## src/rtl/btn_pkg.sv

```systemverilog
// Shared types and sizing helpers for the push-button conditioner.
package btn_pkg;

  // Per-channel auto-repeat controller states.
  typedef enum logic [1:0] {
    IDLE   = 2'd0,
    DELAY  = 2'd1,
    REPEAT = 2'd2
  } rep_state_t;

  // Bits needed to hold values 0..max_val (at least one bit).
  function automatic int cnt_width(input int max_val);
    if (max_val < 1) begin
      return 1;
    end else begin
      return $clog2(max_val + 1);
    end
  endfunction

  // Larger of two integers, used to size a counter shared by two limits.
  function automatic int max2(input int a, input int b);
    if (a > b) begin
      return a;
    end else begin
      return b;
    end
  endfunction

endpackage

```

## src/rtl/btn_channel.sv

```systemverilog
// One button channel: two-flop synchroniser, stability-counter debounce,
// registered press/release pulses and a typematic auto-repeat FSM.
// "release" and "repeat" are language keywords, so those outputs carry a
// _pulse suffix.
module btn_channel
  import btn_pkg::*;
#(
  parameter int STABLE_CYC = 16,
  parameter int REPEAT_DLY = 20,
  parameter int REPEAT_PER = 6
) (
  input  logic clk,
  input  logic rst,
  input  logic btn_in,
  input  logic repeat_en,
  output logic level,
  output logic press,
  output logic release_pulse,
  output logic repeat_pulse
);

  localparam int CW = cnt_width(STABLE_CYC);
  localparam int RW = cnt_width(max2(REPEAT_DLY, REPEAT_PER));

  logic          sync1;
  logic          s;
  logic [CW-1:0] cnt;
  logic [CW-1:0] cnt_inc;
  logic [CW-1:0] cnt_next;
  logic          toggle;
  logic          rise;
  logic          fall;

  rep_state_t    state;
  rep_state_t    state_next;
  logic [RW-1:0] rcnt;
  logic [RW-1:0] rcnt_next;
  logic          rpt_next;
  logic          exit_rep;

  // Bring the asynchronous pin into the clock domain.
  always_ff @(posedge clk) begin
    if (rst) begin
      sync1 <= 1'b0;
      s     <= 1'b0;
    end else begin
      sync1 <= btn_in;
      s     <= sync1;
    end
  end

  // Count consecutive disagreeing samples; any agreeing sample restarts the window.
  always_comb begin
    cnt_inc  = cnt + CW'(1);
    toggle   = 1'b0;
    cnt_next = {CW{1'b0}};
    if (s != level) begin
      if (cnt_inc == CW'(STABLE_CYC)) begin
        toggle = 1'b1;
      end else begin
        cnt_next = cnt_inc;
      end
    end else begin
      cnt_next = {CW{1'b0}};
    end
    rise = toggle & ~level;
    fall = toggle & level;
  end

  // Debounced level and edge pulses, registered so pulses coincide with the level change.
  always_ff @(posedge clk) begin
    if (rst) begin
      cnt           <= {CW{1'b0}};
      level         <= 1'b0;
      press         <= 1'b0;
      release_pulse <= 1'b0;
    end else begin
      cnt           <= cnt_next;
      level         <= level ^ toggle;
      press         <= rise;
      release_pulse <= fall;
    end
  end

  // Repeat FSM state register, with its counter and registered repeat output.
  always_ff @(posedge clk) begin
    if (rst) begin
      state        <= IDLE;
      rcnt         <= {RW{1'b0}};
      repeat_pulse <= 1'b0;
    end else begin
      state        <= state_next;
      rcnt         <= rcnt_next;
      repeat_pulse <= rpt_next;
    end
  end

  // Repeat FSM next state: start only on a fresh press, leave on release or enable drop.
  always_comb begin
    exit_rep   = fall | ~repeat_en;
    state_next = state;
    case (state)
      IDLE: begin
        if (rise && repeat_en) begin
          state_next = DELAY;
        end else begin
          state_next = IDLE;
        end
      end
      DELAY: begin
        if (exit_rep) begin
          state_next = IDLE;
        end else if (rcnt == RW'(REPEAT_DLY)) begin
          state_next = REPEAT;
        end else begin
          state_next = DELAY;
        end
      end
      REPEAT: begin
        if (exit_rep) begin
          state_next = IDLE;
        end else begin
          state_next = REPEAT;
        end
      end
      default: begin
        state_next = IDLE;
      end
    endcase
  end

  // Repeat FSM outputs: counter update and repeat request; exit suppresses the pulse.
  always_comb begin
    rcnt_next = {RW{1'b0}};
    rpt_next  = 1'b0;
    case (state)
      IDLE: begin
        if (rise && repeat_en) begin
          rcnt_next = RW'(1);
        end else begin
          rcnt_next = {RW{1'b0}};
        end
      end
      DELAY: begin
        if (exit_rep) begin
          rcnt_next = {RW{1'b0}};
        end else if (rcnt == RW'(REPEAT_DLY)) begin
          rpt_next  = 1'b1;
          rcnt_next = RW'(1);
        end else begin
          rcnt_next = rcnt + RW'(1);
        end
      end
      REPEAT: begin
        if (exit_rep) begin
          rcnt_next = {RW{1'b0}};
        end else if (rcnt == RW'(REPEAT_PER)) begin
          rpt_next  = 1'b1;
          rcnt_next = RW'(1);
        end else begin
          rcnt_next = rcnt + RW'(1);
        end
      end
      default: begin
        rcnt_next = {RW{1'b0}};
        rpt_next  = 1'b0;
      end
    endcase
  end

endmodule

```

## src/rtl/btn_conditioner.sv

```systemverilog
// Multi-channel push-button conditioner: N_CH independent btn_channel copies.
module btn_conditioner
  import btn_pkg::*;
#(
  parameter int N_CH       = 5,
  parameter int STABLE_CYC = 16,
  parameter int REPEAT_DLY = 20,
  parameter int REPEAT_PER = 6
) (
  input  logic            clk,
  input  logic            rst,
  input  logic [N_CH-1:0] btn_in,
  input  logic [N_CH-1:0] repeat_en,
  output logic [N_CH-1:0] level,
  output logic [N_CH-1:0] press,
  output logic [N_CH-1:0] release_pulse,
  output logic [N_CH-1:0] repeat_pulse
);

  for (genvar i = 0; i < N_CH; i++) begin : g_ch
    btn_channel #(
      .STABLE_CYC (STABLE_CYC),
      .REPEAT_DLY (REPEAT_DLY),
      .REPEAT_PER (REPEAT_PER)
    ) u_ch (
      .clk           (clk),
      .rst           (rst),
      .btn_in        (btn_in[i]),
      .repeat_en     (repeat_en[i]),
      .level         (level[i]),
      .press         (press[i]),
      .release_pulse (release_pulse[i]),
      .repeat_pulse  (repeat_pulse[i])
    );
  end

endmodule

```

## config.mk

```make
export PLATFORM = sky130hd
export DESIGN_NAME = btn_conditioner
export DESIGN_NICKNAME = d
export VERILOG_FILES = /design/src/rtl/btn_pkg.sv /design/src/rtl/btn_channel.sv /design/src/rtl/btn_conditioner.sv
export SDC_FILE = /design/constraint.sdc
export NUM_CORES = 1
export LEC_CHECK = 0
export ABC_AREA = 1
export CORE_MARGIN = 2
export CORE_UTILIZATION = 59
export DETAILED_ROUTE_END_ITERATION = 7
export HOLD_SLACK_MARGIN = 0.12
export PLACE_DENSITY = 0.79
export SLEW_MARGIN = 20
export SYNTH_ARGS = -nofsm -noshare
export SYNTH_HDL_FRONTEND = slang
export SYNTH_SLANG_ARGS = --single-unit
```

## constraint.sdc

```tcl
create_clock -name clk -period 2.1 [get_ports clk]
set_input_delay 0.315 -clock clk [delete_from_list [all_inputs] [get_ports clk]]
set_output_delay 0.315 -clock clk [all_outputs]
set_load 0.02 [all_outputs]
```

== Word-level counts from Yosys, hierarchy flattened ==
Index checks and enable logic that the tools add are counted.

* Flip-flop bits (word level): 90
* Output and inout bits: 20

* Add/subtract/negate cells: 10
* Equality and inequality tests: 30
* Muxes and demuxes: 90
* Bitwise logic cells: 35
* Reduce and logical (&&, ||, !) cells: 15

{| class="wikitable"
|+ Operators by type and width
! kind !! number
|-
| $mux 5 || 20
|-
| $pmux 5 s3 || 5
|-
| $add 5x1->5 const B || 10
|-
| $eq 5x5->1 const B || 10
|-
| $mux 1 || 40
|-
| $mux 2 || 15
|-
| $pmux 2 s3 || 5
|-
| $eq 5x3->1 const B || 5
|-
| $not 1->1 || 15
|-
| $reduce_or 3->1 || 5
|-
| $and 1x1->1 || 10
|-
| $eq 2x1->1 const B || 5
|-
| $eq 2x2->1 const B || 5
|-
| $logic_not 2->1 || 5
|-
| $pmux 1 s2 || 5
|-
| $logic_and 1x1->1 || 5
|-
| $ne 1x1->1 || 5
|-
| $or 1x1->1 || 5
|-
| $xor 1x1->1 || 5
|}

== Logic depth before layout (Yosys ltp) ==
Gate-level depths: netlist of run 1.

* Depth in word-level cells: 8
* Mapped depth: 12
* Gate-level depth less buffers: 12

== Hierarchy ==
From an unflattened synthesis of run 1, not the netlist that was laid out.

* Cells, all modules: 560
* Area total of the unflattened synthesis: 4,598.2 sq um

{| class="wikitable"
|+ By module, submodules not included
! module !! times used !! cells an instance !! area each (sq um) !! seq. area each (sq um)
|-
| btn_channel || 5 || 112 || 919.6 || 360.3
|}

== Least setup slack after synthesis of run 1 ==
No wires, ideal clock.

* Kind: register -> register
* Start point: register g_ch[0].u_ch.cnt[0]
* End point: register g_ch[0].u_ch.rcnt[0]
* Library setup time: 0.115 ns
* Arrival: 1.379 ns
* Required time: 1.985 ns
* Path slack: 0.605 ns
* Stages on the path, launching flop included: 10
* Path through: dfxtp_1 -> ha_1 -> xnor2_1 -> nand2_1 -> nor2_2 -> nand3_1 -> nand3_1 -> nor2_1 -> nor2_1 -> nor2_1

* Cells in the longest elaborated chain, start to end: 8
* Elaborated cells between the ends (all ways): 12

{| class="wikitable"
|+ Ends and longest elaborated chain
! what !! RTL line !! text
|-
| start: declaration || btn_channel.sv:27 || <nowiki>logic [CW-1:0] cnt;</nowiki>
|-
| start signal: assignment || btn_channel.sv:73 || <nowiki>cnt <= {CW{1'b0}};</nowiki>
|-
| start signal: assignment || btn_channel.sv:78 || <nowiki>cnt <= cnt_next;</nowiki>
|-
| $add 5x1->5 * || btn_channel.sv:54 || <nowiki>cnt_inc = cnt + CW'(1);</nowiki>
|-
| $eq 5x5->1 * || btn_channel.sv:58 || <nowiki>if (cnt_inc == CW'(STABLE_CYC)) begin</nowiki>
|-
| $mux 1 * || btn_channel.sv:58 ||
|-
| $mux 1 * || btn_channel.sv:57 || <nowiki>if (s != level) begin</nowiki>
|-
| $and 1x1->1, on equally long branches || btn_channel.sv:67, btn_channel.sv:66 ||
|-
| $or 1x1->1 / $logic_and 1x1->1 (equally long branches) || btn_channel.sv:100, btn_channel.sv:138 ||
|-
| $mux 5 (tied with other cells) || btn_channel.sv:155 || <nowiki>if (exit_rep) begin</nowiki>
|-
| $pmux 5 s3 * || btn_channel.sv:136 || <nowiki>case (state)</nowiki>
|-
| end signal: assignment || btn_channel.sv:89 || <nowiki>rcnt <= {RW{1'b0}};</nowiki>
|-
| end signal: assignment || btn_channel.sv:93 || <nowiki>rcnt <= rcnt_next;</nowiki>
|-
| end: declaration || btn_channel.sv:36 || <nowiki>logic [RW-1:0] rcnt;</nowiki>
|}

Mark *: on every way between the ends. The rest lies on a longest branch, timed or not.
A chain may end at the register's enable or synchronous reset.

==> flow_summary.ini, run 1 <==
[outcome]
outcome = completed

[route]
wl_per_cell_um = 11.5
routed-via-count = 3571
drc_errors = 0
drt_wl_total_um = 7990
ant_nets = 0
vias_per_cell = 5.12
first_iter_violations = 134
firstDrtPassIters = 4

[layout]
design_area_um2 = 4980
synthToLayoutAreaGrowth_pct = 11.2
nNetsFinal = 650
n_fill_cell = 633
drive_above_1_share = 0.0569
antennaDiodeCount = 0

[pwr]
switchingPower_w = 0.000648
seq_power_share = 0.573
p_int_w = 0.00236
clockPowerShare = 0.399
p_sw_frac = 0.215
peakVddDrop_mv = 0.437
p_leak_nw = 2.09
powerDensity_nw_per_um2 = 604
comb_power_share = 0.028

[floorplan]
pin_count = 32
die_h_um = 91.1
dieArea_um2 = 8310
num_rows = 31
start_util = 0.614
coreArea_um2 = 7290
die_w_um = 91.1

[cts]
cts_tree = yes
clockBufferDepth = 2
cts_buffers = 9
cts_resized = 0
post-cts-setup-buffers = 0
clock_latency_ps = 350
cts_root_buf = clkbuf_8
htreeDepth = 3
clkSinkCount = 90
cts_hold_buf = 0
clk_transition_reported_paths_ps = 80

[timing]
period_needed_ps = 1770
finalHoldViolCount = 0
setup_ws_ps = 330
tns_ps = 0
tightest_slew_ps = 377
rsz0062_at_grt = false
fin_crit_sh = 0.843
slew_violations = 0
max_freq_ghz = 0.565
setup_violations = 0
relSlewSlack = 0.747
skew_ps = 7.00

[global_routing]
grt_max_degree = 16
grt_overflow = 0
first_global_vias = 3364
grt_usage = 0.204
antenna_found_initial = 0
grt_pass1_wl_um = 14000

[worst_setup_path]
critPathRequiredTime_ps = 1780
arrival_ps = 1460
path_cells = clkdlybuf4s50_1
cp_slowest_cell = clkdlybuf4s50_1
critical-path-max-stage-delay_ps = 660
critPathCaptureType = output pin
cp_max_fo = 5
cp.buffers_inverters = 1
crit_path_start_kind = flop
path_class = reg -> out
crit_family = buffers and inverters

[yosys]
syn-mean-instance-area_um2 = 7.85
synth_most_common_cell = inv_1
syn_inst = 571
synthesis.nets = 628
netlist_top_cells_area = dfxtp_1 40%, ha_1 13%, inv_1 7.6%
syn_area_um2 = 4480
ys_warn_count = 0
ys_seq_area_frac = 0.402
ys.flop_type = dfxtp_1
async_flop_share = 0
yosys.area.top_type = dfxtp_1
synth_edf_count = 0
yosys_register_bits = 90
yosysTopAreaCellShare = 0.402
synth.distinct_cells = 29
synthTopCellsByCount = 91 x inv_1, 90 x dfxtp_1, 83 x nor2_1, 67 x nand2_1

[place]
dp_slack_ps = 271
port_buffers = 31
placedInstanceArea_um2 = 4780
gp_congestion = 0.838
hpwlAfterDp_um = 6040

[job]
drv_cap = 0

[worst_hold_path]
hp-class = reg -> reg
[layout by cell type (no fill, tap or decap), drive strengths merged, types with 2 or more instances in the layout]
cell type / netlist / routed
or2: 7 / 7
inv: 91 / 91
dfxtp: 90 / 90
nor3: 7 / 7
o21a: 4 / 4
clkbuf: 1 / 12
xnor2: 6 / 6
nor2: 85 / 85
nand4: 37 / 37
nand3: 46 / 46
nand2: 70 / 70
o21ai: 2 / 2
clkinvlp: 0 / 2
clkdlybuf4s50: 0 / 31
ha: 45 / 45
buf: 23 / 4
a21oi: 38 / 38
xor2: 14 / 14
[worst reg2reg max path, cell delays in order (launching register included)]
cell     delay, ps
dfxtp_1        390
ha_1           240
nand2_1         70
inv_1           90
nor2_1          50
nor2_1         130
nand4_1        270
nand4_1        280
a21oi_1        100
[final timing paths]
path | slack [ps] | end | depth (start not counted) | startpoint
max | 330 | level[2] | 1 | flop
min | 410 | g_ch[0].u_ch.s | 2 | g_ch[0].u_ch.sync1
max reg2reg | 370 | g_ch[1].u_ch.state[0] | 8 | g_ch[1].u_ch.cnt[0]
min reg2reg | 410 | g_ch[0].u_ch.s | 2 | g_ch[0].u_ch.sync1
[through the flow]
step	instances	utilization	power (W)	hold WS, ps
2_1_floorplan	571	-	0.00180	388
3_3_place_gp	681	0.655	0.00185	392
3_5_place_dp	681	0.655	0.00185	397
4_1_cts	697	0.683	0.00304	411
5_1_grt	697	0.683	0.00313	425
6_report	697	0.683	0.00301	407
[layer usage]
layer,routed length (µm),track usage,vias to the layer above
li1,-,-,1862
met5,0,0,-
met4,178,0.106,0
met2,3830,0.343,68
met1,3770,0.255,1626
met3,212,0.0282,15
[logic make-up after synthesis]
group,Yosys count,synth area share
DFF,90,0.402
xor gates and xnor gates,20,0.0424
adders and majority gates,45,0.126
AOI/OAI and AO/OA,47,0.0575
buffers and inverters,115,0.113
and+or+nand+nor,254,0.259
[state kept, by name, summed over array words and instances, names as in the netlist, named ones only]
| name | cells |
|---|---|
| g_ch.u_ch.press | 5 |
| g_ch.u_ch.rcnt | 25 |
| g_ch.u_ch.cnt | 25 |
| g_ch.u_ch.sync1 | 5 |
| g_ch.u_ch.repeat_pulse | 5 |
| g_ch.u_ch.s | 5 |
| g_ch.u_ch.state | 10 |
| g_ch.u_ch.release_pulse | 5 |
[power by group through the flow]
stage          combinational, W  sequential (W)  clock [W]
5_1_grt               0.0000942         0.00173    0.00130
3_3_place_gp          0.0000809         0.00177          0
2_1_floorplan         0.0000392         0.00176          0
3_5_place_dp          0.0000839         0.00177          0
4_1_cts               0.0000846         0.00173    0.00123
6_report              0.0000846         0.00173    0.00120
[layout make-up]
class                           count  area [µm²]  share of cell area
Multi-Input combinational cell    366        2170               0.436
Clock inverter                      4        50.0              0.0100
Inverter                           91         342              0.0685
Timing Repair Buffer               35         340              0.0683
Tap cell                           99         124              0.0249
Sequential cell                    90        1800               0.362
Clock buffer                       12         155              0.0311
No activity file was read; power rests on OpenSTA's default activity.
==> inputs of run 2 (changes only) <==
Clock period 2.1 ns to 1.7 ns, I/O delays scaled along.
==> run 2 against run 1 <==
Net effect: sequential share of layout area shrank 1.5 points; highest routed layer unchanged; sequential cell count is the same; combinational power grew 44%; hold slack gained 3.3 ps.
==> flow_summary.ini, run 2 (synthesis gave the netlist of run 1 again) <==
[route]
firstDrtPassIters = 4
drt_wl_total_um = 8610
wl_per_cell_um = 12.0
first_iter_violations = 132
vias_per_cell = 5.10
ant_nets = 0
drc_errors = 0
routed-via-count = 3647

[layout]
multi_input_area_um2 = 2290
layout.cells.most_common = inv_1
top_regs = g_ch.u_ch.cnt x25, g_ch.u_ch.rcnt x25, g_ch.u_ch.state x10
synthToLayoutAreaGrowth_pct = 17.1
drive_above_1_share = 0.122
layout_common_cells = 91 x inv_1, 83 x dfxtp_1, 79 x nor2_1
antennaDiodeCount = 0
nNetsFinal = 669
n_fill_cell = 610
seq_area_um2 = 1820

[pwr]
p_int_w = 0.00289
seq_power_share = 0.580
powerDensity_nw_per_um2 = 699
p_leak_nw = 2.21
switchingPower_w = 0.000780
clockPowerShare = 0.386
peakVddDrop_mv = 0.506
comb_power_share = 0.033
p_sw_frac = 0.213

[cts]
cts_root_buf = clkbuf_8
htreeDepth = 3
clk_transition_reported_paths_ps = 80
clkSinkCount = 90
cts_tree = yes
clock_latency_ps = 360
clockBufferDepth = 2
cts_buffers = 9
cts_hold_buf = 0

[floorplan]
die_h_um = 91.1
coreArea_um2 = 7290
start_util = 0.614
die_w_um = 91.1
pin_count = 32
dieArea_um2 = 8310
num_rows = 31

[worst_setup_path]
cp_slowest_cell = clkdlybuf4s50_1
path_cells = clkdlybuf4s50_1
arrival_ps = 1380
cp_max_fo = 4
critical-path-max-stage-delay_ps = 640
critPathCaptureType = output pin
crit_family = buffers and inverters
cp.buffers_inverters = 1
crit_path_start_kind = flop
path_class = reg -> out
critPathRequiredTime_ps = 1440

[global_routing]
grt_max_degree = 14
grt.met2_usage = 0.362
antenna_found_initial = 0
busiest_layer = met2
grt_usage = 0.208
grt_pass1_wl_um = 14400
use_met3 = 0.0349
met1_usage = 0.256
first_global_vias = 3474
grt_overflow = 0

[worst_hold_path]
hp-class = in -> reg

[place]
dp_slack_ps = -21.4
gp_congestion = 0.834
hpwlAfterDp_um = 6110
port_buffers = 31

[timing]
tns_ps = 0
slew_violations = 0
setup_ws_ps = 62.5
rsz0062_at_grt = true
period_needed_ps = 1640
tightest_slew_ps = 382
relSlewSlack = 0.744
fin_crit_sh = 0.963
finalHoldViolCount = 0
max_freq_ghz = 0.611
setup_violations = 0
skew_ps = 12.7
timing.hold.ws_ps = 410

[job]
drv_cap = 0

[outcome]
outcome = completed
## run 2: cell count changes in the layout (fill, tap and decap cells not counted), moves of 4 or more
cell,before,now
buf_4,4,23
dfxtp_1,90,83
ha_1,45,40
dfxtp_2,0,4
ha_2,0,4
nand3_1,45,41
nor2_1,83,79
## run 2: worst paths after layout
kind,cells past startpoint,to,startpoint,slack [ps]
max reg2reg,9,g_ch[1].u_ch.rcnt[1],g_ch[1].u_ch.cnt[0],60
min,3,g_ch[4].u_ch.sync1,btn_in[4],410
max,1,level[1],flop,60
min reg2reg,2,g_ch[0].u_ch.s,g_ch[0].u_ch.sync1,410
## run 2: routing by layer
| layer | wire, µm | share of wire |
|---|---|---|
| met2 | 4350 | 0.51 |
| met1 | 3820 | 0.44 |
| met3 | 284 | 0.033 |
| met4 | 154 | 0.018 |
| met5 | 0 | 0 |
## run 2: metrics by stage
stage               power, W  instances  cell area [µm²]   util
CTS                  0.00369        707             5050  0.693
global placement     0.00230        692             4860  0.667
global route         0.00381        715             5250  0.720
detailed placement   0.00230        692             4860  0.667
finish               0.00367        715             5250  0.720
floorplan            0.00223        571             4480      -
## run 2: what timing repair did
item	CTS	global route
pin swaps	1	16
setup endpoints to repair	5	43
gates resized for setup	1	37
setup buffers	0	8
## run 2: cell type report
type / instances / share of cell area
Clock buffer: 13 / 0.0284
Timing Repair Buffer: 54 / 0.0935
Multi-Input combinational cell: 366 / 0.436
Sequential cell: 90 / 0.346
Inverter: 91 / 0.0651
Tap cell: 99 / 0.0236
Clock inverter: 2 / 0.00715
## run 2: power groups by stage
stage,sequential [W],combinational [W],clock (W)
after global routing,0.00213,0.000135,0.00154
after detailed placement,0.00218,0.000120,0
final,0.00213,0.000122,0.00142
after floorplan,0.00218,0.0000484,0
after global placement,0.00218,0.000118,0
after CTS,0.00213,0.000121,0.00144
